[src/rtl/h14tx_symbol_mux_pkg.sv]
// Shared types and constants for the HDMI 1.4 TMDS symbol path.
package h14tx_pkg;

  typedef enum logic [1:0] {
    PER_CONTROL  = 2'd0,
    PER_ACTIVE   = 2'd1,
    PER_PREAMBLE = 2'd2,
    PER_GUARD    = 2'd3
  } period_t;

  typedef logic [9:0]        symbol_t;
  typedef logic signed [4:0] disparity_t;

  // Indexed by {d1,d0}
  localparam symbol_t CtlToken [0:3] = '{
    10'b1101010100, 10'b0010101011, 10'b0101010100, 10'b1010101011
  };

  localparam symbol_t VideoGuardCh0 = 10'b1011001100;
  localparam symbol_t VideoGuardCh1 = 10'b0100110011;
  localparam symbol_t VideoGuardCh2 = 10'b1011001100;

  function automatic logic [3:0] popcount8(input logic [7:0] d);
    return 4'($countones(d));
  endfunction

  // Transition-minimising stage: XOR or XNOR chain, q_m[8] flags XOR.
  function automatic logic [8:0] tmds_qm(input logic [7:0] d);
    logic [3:0] n1;
    logic       use_xnor;
    logic [8:0] qm;
    n1       = popcount8(d);
    use_xnor = (n1 > 4'd4) || (n1 == 4'd4 && !d[0]);
    qm       = '0;
    qm[0]    = d[0];
    for (int i = 1; i < 8; i++)
      qm[i] = use_xnor ? ~(qm[i-1] ^ d[i]) : (qm[i-1] ^ d[i]);
    qm[8] = !use_xnor;
    return qm;
  endfunction

endpackage

[src/rtl/h14tx_symbol_mux_if.sv]
// Pixel/period input bundle and per-channel symbol output of the symbol mux.
interface h14tx_symbol_mux_if;
  import h14tx_pkg::*;

  period_t          timings;
  logic [23:0]      pixel;
  logic             hsync;
  logic             vsync;
  symbol_t [2:0]    symbols;

  modport master (output timings, pixel, hsync, vsync, input symbols);
  modport slave  (input timings, pixel, hsync, vsync, output symbols);
endinterface

[src/rtl/h14tx_tmds_encoder.sv]
// One TMDS channel: S1 registers q_m from raw data, S2 does DC balance or
// emits a control/guard symbol. data_i is S0-timed, all other inputs S1-timed.
module h14tx_tmds_encoder
  import h14tx_pkg::*;
(
  input  logic       clk,
  input  logic       rst,
  input  logic [7:0] data_i,
  input  logic       en_active_i,
  input  logic       en_guard_i,
  input  logic [1:0] ctrl_i,
  input  symbol_t    guard_i,
  output symbol_t    sym_o
);

  logic [8:0] q_m_q;
  symbol_t    sym_q, sym_d;
  disparity_t cnt_q, cnt_d;
  logic [3:0] n1q;
  disparity_t bal, two_q8, two_nq8;

  always_comb begin
    n1q     = popcount8(q_m_q[7:0]);
    bal     = $signed({n1q, 1'b0}) - 5'sd8;   // N1 - N0
    two_q8  = {3'b000, q_m_q[8], 1'b0};
    two_nq8 = {3'b000, ~q_m_q[8], 1'b0};
    sym_d   = CtlToken[ctrl_i];
    cnt_d   = '0;
    if (!en_active_i) begin
      sym_d = en_guard_i ? guard_i : CtlToken[ctrl_i];
    end else if (cnt_q == '0 || bal == '0) begin
      sym_d = {~q_m_q[8], q_m_q[8], q_m_q[8] ? q_m_q[7:0] : ~q_m_q[7:0]};
      cnt_d = q_m_q[8] ? cnt_q + bal : cnt_q - bal;
    end else if ((cnt_q > 0 && bal > 0) || (cnt_q < 0 && bal < 0)) begin
      sym_d = {1'b1, q_m_q[8], ~q_m_q[7:0]};
      cnt_d = cnt_q + two_q8 - bal;
    end else begin
      sym_d = {1'b0, q_m_q[8], q_m_q[7:0]};
      cnt_d = cnt_q - two_nq8 + bal;
    end
  end

  always_ff @(posedge clk) begin
    if (rst) begin
      q_m_q <= '0;
      sym_q <= CtlToken[0];
      cnt_q <= '0;
    end else begin
      q_m_q <= tmds_qm(data_i);
      sym_q <= sym_d;
      cnt_q <= cnt_d;
    end
  end

  assign sym_o = sym_q;

endmodule

[src/rtl/h14tx_symbol_mux.sv]
// Three-channel HDMI 1.4 symbol generator: period decode, S1 delay-matching
// of period/syncs, and one TMDS encoder per channel.
module h14tx_symbol_mux
  import h14tx_pkg::*;
#(
  parameter bit DviMode = 1'b0
) (
  input  logic               clk,
  input  logic               rst,
  h14tx_symbol_mux_if.slave  bus
);

  localparam symbol_t GuardSym [3] = '{VideoGuardCh0, VideoGuardCh1, VideoGuardCh2};

  period_t          per_s1_q;
  logic             hs_s1_q, vs_s1_q;
  logic [23:0]      data_s0;
  logic             en_active_s1, en_guard_s1;
  logic [2:0][1:0]  ctrl_s1;
  symbol_t [2:0]    sym;

  // Pixel is zeroed outside active video so nothing undefined reaches q_m.
  assign data_s0 = (bus.timings == PER_ACTIVE) ? bus.pixel : '0;

  always_ff @(posedge clk) begin
    if (rst) begin
      per_s1_q <= PER_CONTROL;
      hs_s1_q  <= 1'b0;
      vs_s1_q  <= 1'b0;
    end else begin
      per_s1_q <= bus.timings;
      hs_s1_q  <= bus.hsync;
      vs_s1_q  <= bus.vsync;
    end
  end

  always_comb begin
    en_active_s1 = (per_s1_q == PER_ACTIVE);
    en_guard_s1  = (per_s1_q == PER_GUARD) && !DviMode;
    ctrl_s1[0]   = {vs_s1_q, hs_s1_q};
    ctrl_s1[1]   = 2'b00;
    ctrl_s1[2]   = 2'b00;
    if (per_s1_q == PER_PREAMBLE && !DviMode) ctrl_s1[1] = 2'b01;
  end

  for (genvar g = 0; g < 3; g++) begin : g_ch
    h14tx_tmds_encoder u_enc (
      .clk         (clk),
      .rst         (rst),
      .data_i      (data_s0[8*g +: 8]),
      .en_active_i (en_active_s1),
      .en_guard_i  (en_guard_s1),
      .ctrl_i      (ctrl_s1[g]),
      .guard_i     (GuardSym[g]),
      .sym_o       (sym[g])
    );
  end

  assign bus.symbols = sym;

endmodule

[src/flat_wrapper.sv]
// flat-port wrapper written by rule: the top's interface ports become plain ports
module h14tx_symbol_mux_flat import h14tx_pkg::*;
#(
  parameter bit DviMode = 1'b0
)
  (clk, rst, bus_timings, bus_pixel, bus_hsync, bus_vsync, bus_symbols);
  h14tx_symbol_mux_if bus_i ();
  input  logic clk;
  input  logic rst;
  input wire logic [$bits(bus_i.timings)-1:0] bus_timings;
  input wire logic [$bits(bus_i.pixel)-1:0] bus_pixel;
  input wire logic [$bits(bus_i.hsync)-1:0] bus_hsync;
  input wire logic [$bits(bus_i.vsync)-1:0] bus_vsync;
  output wire logic [$bits(bus_i.symbols)-1:0] bus_symbols;
  assign bus_i.timings = bus_timings;
  assign bus_i.pixel = bus_pixel;
  assign bus_i.hsync = bus_hsync;
  assign bus_i.vsync = bus_vsync;
  assign bus_symbols = bus_i.symbols;
  h14tx_symbol_mux #(.DviMode(DviMode)) u_core (.clk(clk), .rst(rst), .bus(bus_i));
endmodule
[config.mk]
export PLATFORM = sky130hd
export DESIGN_NAME = h14tx_symbol_mux_flat
export DESIGN_NICKNAME = d
export VERILOG_FILES = /design/src/rtl/h14tx_symbol_mux_pkg.sv /design/src/rtl/h14tx_symbol_mux_if.sv /design/src/rtl/h14tx_tmds_encoder.sv /design/src/rtl/h14tx_symbol_mux.sv /design/src/flat_wrapper.sv
export SDC_FILE = /design/constraint.sdc
export NUM_CORES = 1
export LEC_CHECK = 0
export ABC_CLOCK_PERIOD_IN_PS = 4900
export CORE_ASPECT_RATIO = 1.4
export CORE_MARGIN = 2
export CORE_UTILIZATION = 35
export DETAILED_ROUTE_END_ITERATION = 7
export GPL_ROUTABILITY_DRIVEN = 0
export GPL_TIMING_DRIVEN = 0
export MAX_ROUTING_LAYER = met4
export PLACE_DENSITY = 0.59
export SETUP_SLACK_MARGIN = 0.15
export SYNTH_ARGS = -nofsm -noshare
export SYNTH_HDL_FRONTEND = slang
export SYNTH_SLANG_ARGS = --single-unit
[constraint.sdc]
create_clock -name clk -period 4.9 [get_ports clk]
set_input_delay 0.49 -clock clk [delete_from_list [all_inputs] [get_ports clk]]
set_output_delay 0.49 -clock clk [all_outputs]
set_load 0.01 [all_outputs]
==> results.py <==
metrics = {
    "drt": {
        "wl_per_cell_um": 13.38,
        "drc": 0,
        "via_per_inst": 4.626,
        "routed_wl_um": 11620,
        "first_pass_iters": 6,
        "vias": 4015,
        "ant_nets": 0,
        "drt-initial-drc-count": 69,
    },
    "final_layout": {
        "final_common_cell": "xnor2_1",
        "layout-drive-gt1-share": 0.07887,
        "stdcell_count": 868,
        "finalInstanceArea_sq_mm": 0.006830,
        "final_util": 0.4357,
        "area_delta_synth_final_pct": 21.47,
        "final_cell_mix": "xnor2_1 (74), dfxtp_1 (73), inv_1 (67)",
        "fillers": 1570,
        "fin_nets": 799,
        "antennaDiodeCount": 0,
    },
    "hold_path": {
        "min_path_cells": 2,
        "hold_end": "u_core.per_s1_q[0]",
        "hp-start": "bus_timings[0]",
        "hold_class": "primary input to flop",
    },
    "global_routing": {
        "first_global_vias": 4203,
        "grt_overflow": 0,
        "antenna_found_initial": 0,
        "grt_pass1_wl_um": 19550,
        "grt_start_max_net_pins": 14,
        "grt.total_usage": 0.1448,
    },
    "sta": {
        "final-hold-violation-count": 0,
        "slew_viol_final": 0,
        "min_period_ns": 4.464,
        "period_share": 0.9110,
        "skew_ns": 0.007185,
        "relSlewSlack": 0.5104,
        "rsz0062_at_grt": "false",
        "final-setup-viol-count": 0,
        "finalSetupTns_ns": 0,
        "tightest_slew_ns": 0.7317,
        "fmax_ghz": 0.2240,
    },
    "worst_setup_path": {
        "r2r_start": "u_core.g_ch[0].u_enc.q_m_q[0]",
        "crit_slowest_cell": "fa_1",
        "crit_buf_inv": 2,
        "path_common_cell": "fa_1",
        "reg2reg_depth": 14,
        "cp.arrival_ns": 4.67,
        "worstPathMaxFanout": 9,
        "reg2reg_slack_ns": 0.44,
        "regToRegEndpoint": "u_core.g_ch[0].u_enc.sym_o[9]",
        "cpPeakStageDelay_ns": 0.48,
        "cp-start-kind": "flop",
        "crit_chain": "fa_1 > ha_1 > inv_1 > fa_1 > fa_1 > fa_1 > xnor2_1 > ha_1 > ha_1 > nor3b_1 > a21o_1 > buf_6 > a21oi_1 > or2_1",
        "critPathKind": "flop to flop",
        "crit_family": "adder cells",
        "cp.required_ns": 5.11,
        "end_kind": "flop",
    },
    "logic_synthesis": {
        "synth.avg_cell_area_sq_um": 9.482,
        "synth_fp_nets": 725,
        "synth_cell_type_count": 35,
        "syn_inst": 593,
        "yosysTopAreaCell": "dfxtp_1",
        "syn_area_sq_mm": 0.005623,
        "yosys_warnings": 0,
        "ys_seq_area_frac": 0.2599,
        "ys_ff_latch": 73,
        "yosys.area.top_type_share": 0.2599,
        "yosys-top-cells-area": "dfxtp_1 (26%), ha_1 (14%), fa_1 (14%)",
    },
    "floorplanning": {
        "core_sq_mm": 0.01568,
        "die_w_um": 111.1,
        "ios": 60,
        "die_h_um": 154.0,
        "fp-row-count": 54,
        "die_area_sq_mm": 0.01711,
        "start_util": 0.3587,
    },
    "clock_tree": {
        "clkSinkCount": 73,
        "htree_levels": 3,
        "root_buffer": "clkbuf_16",
        "clockBufferDepth": 2,
        "cts_buffers": 9,
        "clkLatencyLatePin_ns": 0.33,
        "cts_tree": "done",
        "clk_pin_slew_ns": 0.06,
    },
    "placed_design": {
        "dp_cells": 847,
        "placed_area_sq_mm": 0.006449,
        "dp.final_hpwl_um": 9736,
        "portBuffers": 58,
    },
    "outcome": {
        "status": "completed",
    },
    "power_and_ir_drop": {
        "p_leak_nw": 3.104,
        "powerDensity_mw_per_mm2": 435.3,
        "peakVddDrop_v": 0.0001956,
    },
    "run": {
        "cap_viol_max_count": 0,
    },
}
==> layout make-up <==
class | count | area (sq um) | area share
Buffer | 15 | 107.6 | 0.01575
Multi-Input combinational cell | 438 | 3864 | 0.5657
Tap cell | 196 | 245.2 | 0.03590
Clock inverter | 6 | 42.54 | 0.006228
Sequential cell | 73 | 1461 | 0.2140
Clock buffer | 10 | 239.0 | 0.03499
Timing Repair Buffer | 63 | 619.3 | 0.09068
Inverter | 67 | 251.5 | 0.03682
==> registers in the layout, summed over array words and instances, names as in the netlist <==
name / count
u_core.hs_s1_q: 1
u_core.g_ch.u_enc.q_m_q: 27
u_core.per_s1_q: 2
u_core.g_ch.u_enc.cnt_q: 12
u_core.vs_s1_q: 1
u_core.g_ch.u_enc.sym_o: 30
==> power breakdown <==
| part | leakage (nW) | switching [mW] | internal [mW] |
|---|---|---|---|
| Sequential | 0.601 | 0.0405 | 0.653 |
| Combinational | 2.37 | 0.882 | 0.789 |
| Clock | 0.135 | 0.252 | 0.357 |
==> per-layer routing <==
layer | track usage | up-vias | share of wire
li1 | - | 2040 | -
met4 | 0.05761 | 0 | 0.023
met2 | 0.2661 | 75 | 0.53
met3 | 0.01813 | 15 | 0.030
met5 | - | - | 0
met1 | 0.1582 | 1885 | 0.41
==> what timing repair did <==
item / CTS / global route
endpoints found under the setup margin: 15 / 24
pin swaps: 4 / 5
setup buffers: 5 / 0
hold buffers: 0 / 0
resized for setup: 14 / 5
hold endpoints to repair: 0 / 0
==> per-stage QoR <==
step                      hold WS [ns]  total power [mW]  worst slack [ns]
final                           0.4550             2.973            0.4363
after CTS                       0.5503             2.998            0.1367
after floorplan                 0.4638             1.995            0.3740
after detailed placement        0.5386             2.371           -0.9442
after global routing            0.4697             3.230            0.1607
after global placement          0.5497             2.302           -0.8200
==> how the worst max path moves through the flow <==
stage / endpoint / depth (start not counted) / start / slack, ns
finish: u_core.g_ch[0].u_enc.sym_o[9] / 14 / u_core.g_ch[0].u_enc.q_m_q[0] / 0.44
CTS: u_core.g_ch[0].u_enc.q_m_q[7] / 19 / bus_timings[0] / 0.14
detailed placement: u_core.g_ch[2].u_enc.q_m_q[7] / 19 / bus_timings[0] / -0.94
global route: u_core.g_ch[1].u_enc.cnt_q[2] / 14 / u_core.g_ch[1].u_enc.q_m_q[0] / 0.16
floorplan: u_core.g_ch[1].u_enc.q_m_q[5] / 18 / bus_timings[0] / 0.37
global placement: u_core.g_ch[2].u_enc.q_m_q[5] / 19 / bus_timings[0] / -0.82
==> Yosys cell counts <==
cell type and instances:
a211oi_1 6, a21o_1 19, a21o_2 1, a21oi_1 30
a31oi_1 3, a31oi_2 3, a32oi_1 3, and2_1 15
buf_2 2, buf_6 3, clkbuf_1 10, dfxtp_1 73
fa_1 39, ha_1 63, inv_1 67, mux2i_1 3
nand2_1 24, nand2b_1 12, nand3_1 3, nor2_1 62
nor2b_1 10, nor3b_1 7, o21ai_0 14, o21ai_1 3
o21ai_4 3, o21bai_1 1, o22ai_1 2, o31ai_1 3
or2_1 2, or3_4 3, or3b_2 1, xnor2_1 76
xnor2_2 3, xor2_1 21, xor2_2 3
==> cell families after synthesis <==
kind of cell,Yosys count,share of synthesized area
fa+ha+maj,102,0.2790
compound gates,91,0.1077
buf+inv,82,0.05919
simple gates,139,0.1204
mux,3,0.005341
xor+xnor,103,0.1684
flops,73,0.2599
Note: power is estimated with default switching activity, not from simulation.
